[src/rtl/cmp_int_bitserial.sv]
// Multi-lane bit-serial comparator: EQ/NE/LT/LE/GT/GE, signed or unsigned, MSB-first.
// Optional macro CMP_BITSERIAL_EARLY_EXIT_EN ends RUN once every lane is decided.
module cmp_int_bitserial #(
   parameter int WIDTH = 32,
   parameter int LANES = 4
) (
   input  logic               clk,
   input  logic               rst,
   input  logic               in_valid,
   output logic               in_ready,
   input  logic [2:0]         op,
   input  logic               is_signed,
   input  logic [LANES*WIDTH-1:0] a,
   input  logic [LANES*WIDTH-1:0] b,
   output logic               out_valid,
   input  logic               out_ready,
   output logic [LANES-1:0]   y
);

   localparam int IW = $clog2(WIDTH);

   localparam logic [1:0] IDLE = 2'd0;
   localparam logic [1:0] RUN  = 2'd1;
   localparam logic [1:0] DONE = 2'd2;

   logic [1:0]             state;
   logic [IW-1:0]          idx;
   logic [LANES*WIDTH-1:0] a_q;
   logic [LANES*WIDTH-1:0] b_q;
   logic [2:0]             op_q;
   logic                   sgn_q;
   logic [LANES-1:0]       decided;
   logic [LANES-1:0]       gt;
   logic [LANES-1:0]       dec_nxt;
   logic [LANES-1:0]       gt_nxt;
   logic [WIDTH-1:0]       la;
   logic [WIDTH-1:0]       lb;
   logic                   msb;

   assign in_ready  = (state == IDLE);
   assign out_valid = (state == DONE);
   assign msb       = (idx == IW'(WIDTH - 1));

   // Evaluate the current bit for every undecided lane; the sign bit inverts the winner.
   always_comb begin
      dec_nxt = decided;
      gt_nxt  = gt;
      la      = '0;
      lb      = '0;
      for (int i = 0; i < LANES; i++) begin
         la = a_q[i*WIDTH +: WIDTH];
         lb = b_q[i*WIDTH +: WIDTH];
         if (!decided[i] && (la[idx] != lb[idx])) begin
            dec_nxt[i] = 1'b1;
            gt_nxt[i]  = (msb && sgn_q) ? lb[idx] : la[idx];
         end
      end
   end

   // Control FSM with operand capture and per-lane flag update.
   always_ff @(posedge clk) begin
      if (rst) begin
         state   <= IDLE;
         idx     <= '0;
         decided <= '0;
         gt      <= '0;
         a_q     <= '0;
         b_q     <= '0;
         op_q    <= '0;
         sgn_q   <= 1'b0;
      end else begin
         case (state)
            IDLE: begin
               if (in_valid) begin
                  a_q     <= a;
                  b_q     <= b;
                  op_q    <= op;
                  sgn_q   <= is_signed;
                  decided <= '0;
                  gt      <= '0;
                  idx     <= IW'(WIDTH - 1);
                  state   <= RUN;
               end
            end
            RUN: begin
               decided <= dec_nxt;
               gt      <= gt_nxt;
               idx     <= idx - IW'(1);
               if (idx == '0) begin
                  state <= DONE;
`ifdef CMP_BITSERIAL_EARLY_EXIT_EN
               end else if (&dec_nxt) begin
                  state <= DONE;
`else
`endif
               end
            end
            DONE: begin
               if (out_ready) state <= IDLE;
            end
            default: state <= IDLE;
         endcase
      end
   end

   // Map latched flags to the requested relation; zero outside DONE.
   always_comb begin
      y = '0;
      if (state == DONE) begin
         for (int i = 0; i < LANES; i++) begin
            case (op_q)
               3'b000:  y[i] = ~decided[i];
               3'b001:  y[i] = decided[i];
               3'b010:  y[i] = decided[i] & ~gt[i];
               3'b011:  y[i] = ~decided[i] | ~gt[i];
               3'b100:  y[i] = decided[i] & gt[i];
               3'b101:  y[i] = ~(decided[i] & ~gt[i]);
               default: y[i] = 1'b0;
            endcase
         end
      end
   end

endmodule

[config.mk]
export PLATFORM = sky130hd
export DESIGN_NAME = cmp_int_bitserial
export DESIGN_NICKNAME = d
export VERILOG_FILES = /design/src/rtl/cmp_int_bitserial.sv
export SDC_FILE = /design/constraint.sdc
export NUM_CORES = 1
export LEC_CHECK = 0
export CORE_ASPECT_RATIO = 1.4
export CORE_MARGIN = 2
export CORE_UTILIZATION = 51
export DETAILED_ROUTE_END_ITERATION = 8
export PLACE_DENSITY = 0.81
export SYNTH_ARGS = -nofsm -noshare
export SYNTH_HDL_FRONTEND = slang
export SYNTH_SLANG_ARGS = --single-unit
[constraint.sdc]
create_clock -name clk -period 2.85 [get_ports clk]
set_input_delay 0.7125 -clock clk [delete_from_list [all_inputs] [get_ports clk]]
set_output_delay 0.7125 -clock clk [all_outputs]
set_load 0.005 [all_outputs]
## After elaboration in Yosys (flattened, before gate mapping)

Cells that the tools add are included.

| storage, ports and cells | value |
|---|---|
| flip-flop bits (word level) | 275 |
| word-level logic and storage cells | 121 |

| operators by class | value |
|---|---|
| $add $sub $neg | 1 |
| magnitude comparators | 1 |
| equality and inequality tests | 19 |
| mux-type cells | 42 |
| bitwise gates (word level) | 24 |
| reduce and logical (&&, ||, !) cells | 20 |

Operator list:

| cell | number |
|---|---|
| $bmux W1 S5 | 8 |
| $pmux W1 S6 | 4 |
| $mux W1 | 20 |
| $pmux W4 S2 | 2 |
| $reduce_and A3 Y1 | 5 |
| $ne A2 B2 Y1 const B | 6 |
| $not A1 Y1 | 12 |
| $pmux W5 S2 | 1 |
| $and A1 B1 Y1 | 8 |
| $mux W4 | 2 |
| $eq A3 B2 Y1 const B | 2 |
| $eq A3 B3 Y1 const B | 2 |
| $lt A5 B6 Y1 const B | 1 |
| $mux W2 | 3 |
| $pmux W2 S3 | 1 |
| $eq A5 B5 Y1 const B | 1 |
| $logic_and A1 B1 Y1 | 5 |
| $logic_not A5 Y1 | 1 |
| $mux W5 | 1 |
| $sub A5 B1 Y5 const B | 1 |
| $logic_not A1 Y1 | 4 |
| $ne A1 B1 Y1 | 4 |
| $or A1 B1 Y1 | 4 |
| $reduce_and A2 Y1 | 2 |
| 7 further kinds | 7 |

## Logic depth before layout (Yosys ltp)

Gate-level depths: netlist of the first run.

| depth | value |
|---|---|
| word-level depth | 6 |
| depth in mapped cells | 10 |

## Worst setup path after synthesis of the first run

No wires, ideal clock.

| path | value |
|---|---|
| kind | register -> register |
| from | register idx[0] |
| to | register gt[1] |
| arrival | 2.139 ns |
| required time | 2.782 ns |
| slack | 0.643 ns |
| stages on the path, launching flop included | 8 |
| path buffers | 2 |
| clock period less this slack | 2.207 ns |
| cells stage by stage | dfxtp_1 > buf_6 > buf_4 > mux4_2 > a211oi_1 > a21o_1 > mux2_2 > a21oi_2 |

| on the way | value |
|---|---|
| longest elaborated chain between the ends | 6 |
| elaborated cells on any way between the ends | 13 |

Ends and longest elaborated chain:

| what | RTL line | RTL |
|---|---|---|
| start: declaration | 27 | `logic [IW-1:0] idx;` |
| start signal: assignment | 81 | `idx <= IW'(WIDTH - 1);` |
| start signal: assignment | 88 | `idx <= idx - IW'(1);` |
| $bmux W1 S5 | 53, 55 |  |
| $mux W1 (implied by the code) | 53, 55 |  |
| $ne A1 B1 Y1 | 53 | `if (!decided[i] && (la[idx] != lb[idx])) begin` |
| $logic_and A1 B1 Y1 | 53 |  |
| $ne A2 B2 Y1 (no source line) | -- |  |
| $reduce_and A3 Y1 (no source line) | -- |  |
| end signal: assignment | 87 | `gt <= gt_nxt;` |
| end: declaration | 33 | `logic [LANES-1:0] gt;` |

Parallel ways exist; a longest one is shown, timed or not. The select of a mux whose other input is x is not followed.
A chain may end at the register's enable or synchronous reset.

## Worst setup path in the final report of the first run

| path | value |
|---|---|
| from | register op_q[0] |
| to | output port y[3] |

| on the way | value |
|---|---|
| longest elaborated chain between the ends | 3 |
| elaborated cells on any way between the ends | 8 |

Ends and longest elaborated chain:

| what | RTL line | RTL |
|---|---|---|
| start: declaration | 30 | `logic [2:0] op_q;` |
| start signal: assignment | 77 | `op_q <= op;` |
| $eq A3 B3 Y1, or another cell as far along | 111 | `case (op_q)` |
| $pmux W1 S6 * | 111 |  |
| $mux W4 * | 109 | `if (state == DONE) begin` |
| end: declaration | 17 | `output logic [LANES-1:0] y` |

Every way passes the cells marked *; elsewhere a longest branch is shown, timed or not.

==> key figures, run 1 <==
Run
  – Max Cap Viol: 0

Yosys
  – Distinct cells, synth: 42
  – Sequential fraction of the synthesis area: 46.37%
  – Mean post-synth cell area: 8.233 µm²
  – Post-Syn Area: 11870 µm²
  – Post-synth top area share: 46.37%
  – #FFs+latches synth: 275
  – Syn Nets: 1708
  – Warnings from Yosys: 0
  – Async SR Flop Fraction: 0%
  – EDFF count, synth: 0
  – Gate Count Post-Synth: 1442
  – Area contributors post-synth: dfxtp_1 46%, nand2_1 17%, a21oi_1 11%
  – Ys flop type: dfxtp_1
  – Leading area contributor after synthesis: dfxtp_1

Min path
  – Worst Hold Depth: 2
  – Path type of the worst min-delay path: reg -> reg

Global route
  – First-pass GRT wire length: 51490 µm
  – Met1 usage: 31.16%
  – Gr busiest metal: met2
  – Initial antenna violation count: 1
  – Largest net degree at the start of global routing: 114
  – Met2 usage: 46.18%
  – Routing usage on met3: 3.438%
  – Vias in the first global route: 10425
  – Gr usage total: 26.01%
  – Gr ovfl total: 0

Floorplanning
  – Die Wd: 132.9 µm
  – Initial Util: 51.53%
  – IO Pins: 270
  – Core Region: 23040 µm²
  – Site row count: 66
  – Die height: 184.5 µm
  – Die area: 24530 µm²

STA
  – FMAX: 0.3843 GHz
  – Hold Slack: 0.4522 ns
  – Relative slew slack: 47.66%
  – Setup Total Neg Slack: 0 ns
  – Max Slew Vio Count: 0
  – Tcrit/Tclk final: 91.30%
  – Worst-Margin Slew: 0.7850 ns
  – Fin. Hold Viols: 0
  – Unrepaired setup endpoints after global routing: no
  – Final setup vio count: 0
  – Setup Skew: 0.01009 ns
  – Post-layout min period: 2.602 ns

Clock tree
  – Worst-path clk slew: 0.06 ns
  – Skew-Pair Late Insertion Delay: 0.52 ns
  – CTS tree: yes
  – Post-CTS Repair Setup Buffers: 0
  – Hold buffer count at CTS: 0
  – Root buffer cell: clkbuf_16
  – Total CTS buffers: 26
  – Maximum root-to-sink buffer count: 3
  – CTS Sinks: 275
  – H-tree depth: 1

Place
  – Dpl cells: 1939
  – Placement Cell Area: 14880 µm²
  – Hpwl dp: 23450 µm
  – Placer congestion estimate: 0.8398
  – Input/output buffers: 269

Detailed routing
  – Final ANT Viol Nets: 0
  – Post-Route WL: 33270 µm
  – Via count: 10890
  – Drt wl/cell: 16.79 µm
  – Routed vias/inst: 5.494
  – Initial DRC Count: 670
  – Router iterations before antenna repair: 7
  – DRC: 0

Setup path
  – Worst r2r src: idx[0]
  – CP Launch Point: op_q[0]
  – Crit Path Class: reg -> out
  – Critical path capture point type: output port
  – Worst R2R End: gt[0]
  – CP Launch Type: register
  – Arrival time worst endpoint: 1.89 ns
  – Crit Path Max Fanout: 5
  – Critical Path RT: 2.14 ns
  – Worst Reg-to-Reg Cells: 7
  – Reg2reg setup slack: 0.25 ns
  – End of the critical path: y[3]

Cells and area
  – Fin area: 15740 µm²
  – NumNets Final: 1927
  – Share of layout cells above drive strength 1: 8.771%
  – Diodes inserted: 0
  – Non-filler cells in the finished layout: 1982
  – Fillers: 1803
  – Syn-to-layout area delta: 32.59%

Run status
  – Status: finished clean

Pwr
  – Max VDD drop: 436.1 µV
  – Leakage power: 5.826 nW
  – Tot Pwr: 0.009786 W
  – Power Density: 621.8 nW/µm²
## how the worst min path moves through the flow
stage	start	to	slack, ns
global route	a_q[114]	a_q[114]	0.47
floorplan	b_q[4]	b_q[4]	0.43
detailed placement	b_q[70]	b_q[70]	0.45
finish	a_q[28]	a_q[28]	0.45
global placement	a_q[42]	a_q[42]	0.44
CTS	a_q[23]	a_q[23]	0.45
## final cells by class
type                            instances  area (µm²)  share of cell area [%]
Multi-Input combinational cell       1047        5893                   37.44
Sequential cell                       275        5517                   35.05
Timing Repair Buffer                  308        3100                   19.70
Clock buffer                           37       753.2                   4.785
Tap cell                              306       382.9                   2.432
Clock inverter                          6       82.58                  0.5246
Inverter                                3       11.26                 0.07154
## layout by cell type, fill, tap and decap left out, types with 6 or more instances in the layout
master,netlist,routed
buf_4,5,30
clkbuf_16,0,27
a211oi_1,14,10
clkdlybuf4s50_1,0,264
o221ai_1,8,8
a21oi_1,272,272
mux2_2,6,6
mux2i_1,54,54
mux4_2,40,40
buf_12,0,9
a221oi_1,9,9
o21ai_0,10,10
clkbuf_1,97,6
nor2_1,43,42
dfxtp_1,275,270
a22oi_1,8,8
nand2_1,523,522
## critical path, cell delays in order (launching register included)
cell and delay [ns]:
dfxtp_2 0.38, nor2_1 0.06, nor2_2 0.18, a21oi_1 0.13, a211oi_2 0.33, dlygate4sd2_1 0.28
## flip-flops by register name, indices dropped and copies added (netlist names)
| name | flops |
|---|---|
| sgn_q | 1 |
| gt | 4 |
| decided | 4 |
| state | 2 |
| b_q | 128 |
| op_q | 3 |
| idx | 5 |
| a_q | 128 |
## report_power, final
part	switching (W)	total (W)	internal, W
clock	0.00140	0.00340	0.00200
sequential	0.000214	0.00435	0.00414
combinational	0.00103	0.00203	0.00100
total	0.00264	0.00979	0.00714
## synth_stat cells (6+ instances only)
master / n
dfxtp_1: 275
a21oi_1: 272
o21ai_0: 10
a22oi_1: 8
clkbuf_1: 97
buf_2: 8
mux2_2: 6
nor2_1: 43
and2_1: 6
a211oi_1: 14
mux4_2: 40
o221ai_1: 8
mux2i_1: 54
a221oi_1: 9
nand2_1: 523
## cells by family (layout without fill, tap and decap cells)
family | Yosys count | in the layout | synth area share, %
xor gates and xnor gates | 5 | 5 | 0.3689
muxes | 100 | 100 | 12.71
buffers and inverters | 120 | 354 | 4.290
DFF | 275 | 275 | 46.37
AOI/OAI and AO/OA | 355 | 355 | 17.16
and+or+nand+nor | 585 | 585 | 18.89
adders and majority gates | 2 | 2 | 0.2108
## per-layer routing
metal / up-vias / routed length (µm)
met5: - / 0
met4: 0 / 1520
met3: 100 / 1819
met2: 390 / 16760
met1: 5087 / 13170
li1: 5313 / -
## what timing repair did
| item | 4_1_cts | 5_1_grt |
|---|---|---|
| endpoints found under the setup margin | 4 | 1 |
| resized for setup | 12 | 1 |
| pin swaps | 4 | 1 |
## metrics by stage
stage	worst slack, ns	util, %
after CTS	0.01044	68.31
after global routing	0.05130	68.32
after detailed placement	0.2544	64.57
after floorplan	0.6426	-
after global placement	0.2888	64.57
final	0.2479	68.32
Power figures use the tool's default switching activity.
==> run 2: changes to the inputs <==
Settings changed: CORE_MARGIN 2 to not set, REMOVE_ABC_BUFFERS set to 1.
==> key figures, run 2 (same netlist as run 1, synthesis figures left out) <==
STA
  – Final setup vio count: 0
  – Setup Skew: 0.01477 ns
  – Max Slew Vio Count: 0
  – Setup Total Neg Slack: 0 ns
  – Unrepaired setup endpoints after global routing: no
  – FMAX: 0.3815 GHz
  – Fin. Hold Viols: 0
  – Post-layout min period: 2.622 ns
  – Tcrit/Tclk final: 91.99%
  – Relative slew slack: 50.66%
  – Worst-Margin Slew: 0.7391 ns

Detailed routing
  – Initial DRC Count: 759
  – DRC: 0
  – Post-Route WL: 32540 µm
  – Router iterations before antenna repair: 7
  – Routed vias/inst: 5.508
  – Final ANT Viol Nets: 0
  – Drt wl/cell: 16.47 µm
  – Via count: 10883

Pwr
  – Max VDD drop: 415.7 µV
  – Power Density: 626.4 nW/µm²
  – Leakage power: 5.853 nW
  – Tot Pwr: 0.009867 W

Setup path
  – CP Launch Type: register
  – Worst Reg-to-Reg Cells: 7
  – Crit Path Class: reg -> reg
  – Crit Path Max Fanout: 20
  – Arrival time worst endpoint: 3.07 ns
  – Critical path capture point type: register
  – Critical Path RT: 3.30 ns
  – CP max stage cell: dfxtp_4
  – CP Cell Sequence: buf_12 > mux4_2 > a22o_1 > a211oi_1 > a21o_1 > mux2_2 > a21oi_2
  – CP max stage delay: 0.61 ns

Floorplanning
  – Die area: 23900 µm²
  – Die Wd: 130.9 µm
  – IO Pins: 270
  – Initial Util: 52.32%
  – Core Region: 22690 µm²
  – Site row count: 65
  – Die height: 182.5 µm

Cells and area
  – Commonest cells after routing, fill and taps aside: 522 x nand2_1, 272 x a21oi_1, 272 x dfxtp_1, 264 x clkdlybuf4s50_1, 54 x mux2i_1
  – Most common cell after layout, fill and taps aside: nand2_1
  – Syn-to-layout area delta: 32.69%
  – NumNets Final: 1921
  – Regs by FF count: a_q: 128 flops, b_q: 128 flops, idx: 5 flops
  – Fillers: 1743
  – Share of layout cells above drive strength 1: 8.716%
  – Diodes inserted: 0
  – Finished Core Util: 69.42%

Global route
  – Largest net degree at the start of global routing: 131
  – First-pass GRT wire length: 51310 µm
  – Vias in the first global route: 10702
  – Gr usage total: 27.10%
  – Initial antenna violation count: 0
  – Gr ovfl total: 0

Min path
  – Worst Hold Depth: 2
  – Path type of the worst min-delay path: reg -> reg

Clock tree
  – Worst-path clk slew: 0.07 ns
  – Maximum root-to-sink buffer count: 3
  – Total CTS buffers: 26
  – Root buffer cell: clkbuf_16
  – CTS Sinks: 275
  – H-tree depth: 1
  – Skew-Pair Late Insertion Delay: 0.53 ns
  – CTS tree: yes

Place
  – Input/output buffers: 269
  – Hpwl dp: 22500 µm
  – Placer congestion estimate: 0.8727

Run status
  – Status: finished clean

Run
  – Max Cap Viol: 0
run 2: per-layer routing:
metal	up-vias	share of wire, %	global-route usage, %
met2	391	52	48.21
met3	99	4.9	2.902
met1	5091	39	32.08
li1	5302	-	-
met5	-	0	0
met4	0	4.5	12.78
run 2: worst paths after layout:
kind,start,to,slack [ns]
setup reg to reg,idx[0],gt[1],0.23
setup / recovery,idx[0],gt[1],0.23
hold / removal,a_q[74],a_q[74],0.45
hold reg to reg,a_q[74],a_q[74],0.45
run 2: critical path, delay by kind of cell, from the launching register on:
kind	cells	cell delay, ns
muxes	2	0.88
AOI/OAI and AO/OA	4	0.83
DFF	1	0.61
buffers and inverters	1	0.22
run 2: timing repair:
item / CTS / global route
hold buffers: 0 / 0
pin swaps: 0 / 1
buffers inserted: 0 / 1
hold endpoints to repair: 0 / 0
resized for setup: 6 / 5
setup endpoints to repair: 4 / 4
run 2: final cells by class:
cell class	instances	area (µm²)	area share, %
clock inverters	10	85.08	0.5401
repair buffers	302	3088	19.60
clock buffers	38	787.0	4.996
multi-input cells	1047	5891	37.39
well taps	301	376.6	2.391
inverters	3	11.26	0.07149
flip-flops and latches	275	5514	35.00
run 2: metrics by stage:
| step | setup slack, ns | instances | hold slack, ns | area (µm²) |
|---|---|---|---|---|
| 2_1_floorplan | -2.896 | 1325 | 0.4268 | 11370 |
| 3_3_place_gp | 0.2701 | 1927 | 0.4386 | 14840 |
| 3_5_place_dp | 0.1568 | 1927 | 0.4436 | 14840 |
| 4_1_cts | 0.02675 | 1975 | 0.4525 | 15730 |
| 5_1_grt | 0.08637 | 1976 | 0.4683 | 15750 |
| 6_report | 0.2284 | 1976 | 0.4511 | 15750 |
run 2: report_power, final:
| group | internal (W) | switching, W |
|---|---|---|
| Combinational | 0.000998 | 0.00102 |
| Sequential | 0.00414 | 0.000221 |
| Clock | 0.00201 | 0.00148 |
==> run 3: changes to the inputs <==
Settings changed: GPL_ROUTABILITY_DRIVEN set to 0.
Clock period 2.85 ns to 2.7 ns, I/O delays scaled along.
==> key figures, run 3 (same netlist as run 1, synthesis figures left out) <==
Run status
  – Status: finished clean

Detailed routing
  – DRC: 0
  – Final ANT Viol Nets: 0
  – Routed vias/inst: 5.528
  – Router iterations before antenna repair: 6
  – Initial DRC Count: 888
  – Via count: 10939
  – Post-Route WL: 32920 µm
  – Drt wl/cell: 16.64 µm

Global route
  – Gr usage total: 27.25%
  – Vias in the first global route: 10485
  – First-pass GRT wire length: 51090 µm
  – Initial antenna violation count: 0
  – Gr ovfl total: 0
  – Largest net degree at the start of global routing: 82

Clock tree
  – Maximum root-to-sink buffer count: 3
  – Skew-Pair Late Insertion Delay: 0.52 ns
  – H-tree depth: 1
  – Root buffer cell: clkbuf_16
  – Worst-path clk slew: 0.06 ns
  – Hold buffer count at CTS: 0
  – Total CTS buffers: 26
  – CTS Sinks: 275
  – CTS tree: yes

Setup path
  – Critical path capture point type: output port
  – Crit Path Class: reg -> out
  – Arrival time worst endpoint: 1.93 ns
  – Crit Path Max Fanout: 5
  – CP Launch Type: register
  – Critical Path RT: 2.03 ns

Pwr
  – Power Density: 654.7 nW/µm²
  – Int Pwr: 0.007519 W
  – Clk pwr share: 34.7%
  – Switching part of the total: 27.22%
  – Leakage power: 5.842 nW
  – Comb power frac: 20.7%
  – Register share of total power: 44.6%
  – Max VDD drop: 450.4 µV
  – NetSw: 0.002811 W

Cells and area
  – Finished Core Util: 69.53%
  – Share of layout cells above drive strength 1: 8.820%
  – NumNets Final: 1926
  – Most common cell after layout, fill and taps aside: nand2_1
  – Non-filler cells in the finished layout: 1979
  – Diodes inserted: 0
  – Commonest cells after routing, fill and taps aside: 522 x nand2_1, 273 x dfxtp_1, 272 x a21oi_1, 264 x clkdlybuf4s50_1, 54 x mux2i_1
  – Syn-to-layout area delta: 32.90%
  – Regs by FF count: a_q: 128 flops, b_q: 128 flops, idx: 5 flops

Place
  – Input/output buffers: 269
  – Post-placement setup slack: 0.1813 ns
  – Dpl cells: 1932
  – Hpwl dp: 23700 µm

STA
  – Fin. Hold Viols: 0
  – Relative slew slack: 54.08%
  – Post-layout min period: 2.609 ns
  – Setup Skew: 0.01041 ns
  – Worst-Margin Slew: 0.6874 ns
  – PnR worst setup slack: 0.09108 ns
  – FMAX: 0.3833 GHz
  – Tcrit/Tclk final: 96.63%
  – Unrepaired setup endpoints after global routing: yes
  – Max Slew Vio Count: 0
  – Final setup vio count: 0

Floorplanning
  – Core Region: 22690 µm²
  – Die height: 182.5 µm
  – Site row count: 65
  – Initial Util: 52.32%
  – Die area: 23900 µm²
  – IO Pins: 270
  – Die Wd: 130.9 µm

Run
  – Max Cap Viol: 0

Min path
  – Path type of the worst min-delay path: reg -> reg
-- run 3: cell types whose count changed in the layout (fill, tap and decap cells not counted), moves of 2 or more --
cell and delta:
buf_12 +2, buf_4 +3, dlymetal6s2s_1 -3, dlygate4sd2_1 +3, clkinv_2 +2, clkinvlp_4 -2
-- run 3: metrics by stage --
step           hold WS, ns  instance area [µm²]  total power, W  setup TNS [ns]
3_5_place_dp        0.4447                14900        0.006809               0
6_report            0.4515                15780         0.01033               0
2_1_floorplan       0.4268                11370        0.005911         -727.72
4_1_cts             0.4524                15780         0.01037               0
3_3_place_gp        0.4390                14900        0.006754               0
5_1_grt             0.4678                15780         0.01077       -0.005269
-- run 3: repair_timing --
| action | 4_1_cts | 5_1_grt |
|---|---|---|
| resized for setup | 9 | 1 |
| setup endpoints to repair | 4 | 3 |
| pin swaps | 0 | 0 |
| setup buffers | 1 | 0 |
-- run 3: metal layers --
layer	vias up	GRT usage (%)	part of all wire, %
li1	5320	-	-
met1	5144	32.11	39
met2	378	48.19	52
met3	97	3.108	4.7
met4	0	13.52	4.7
met5	-	0	0
-- run 3: power by group through the flow --
stage,Clock (W),Combinational [W],Sequential (W)
after floorplan,0,0.00121,0.00470
after global placement,0,0.00208,0.00468
after detailed placement,0,0.00212,0.00469
after CTS,0.00363,0.00214,0.00460
after global routing,0.00380,0.00232,0.00464
final,0.00359,0.00214,0.00461
-- run 3: path summary, 6_finish.rpt --
path | startpoint | to | slack, ns | cells after the start
max reg2reg | idx[0] | gt[2] | 0.23 | 7
min reg2reg | b_q[32] | b_q[32] | 0.45 | 2
min | b_q[32] | b_q[32] | 0.45 | 2
max | op_q[0] | y[2] | 0.09 | 6
-- run 3: critical path, stage by stage (launching register included) --
cell,delay (ns)
dfxtp_1,0.35
xor2_1,0.18
o21ai_2,0.19
buf_4,0.15
nor2_1,0.03
a211oi_1,0.25
dlygate4sd2_1,0.27
-- run 3: area by class of cell --
class | instances | area (µm²)
fillers | 1698 | 6913
multi-input cells | 1047 | 5891
flip-flops and latches | 275 | 5513
repair buffers | 307 | 3139
clock buffers | 37 | 773.2
well taps | 301 | 376.6
clock inverters | 9 | 73.82
inverters | 3 | 11.26
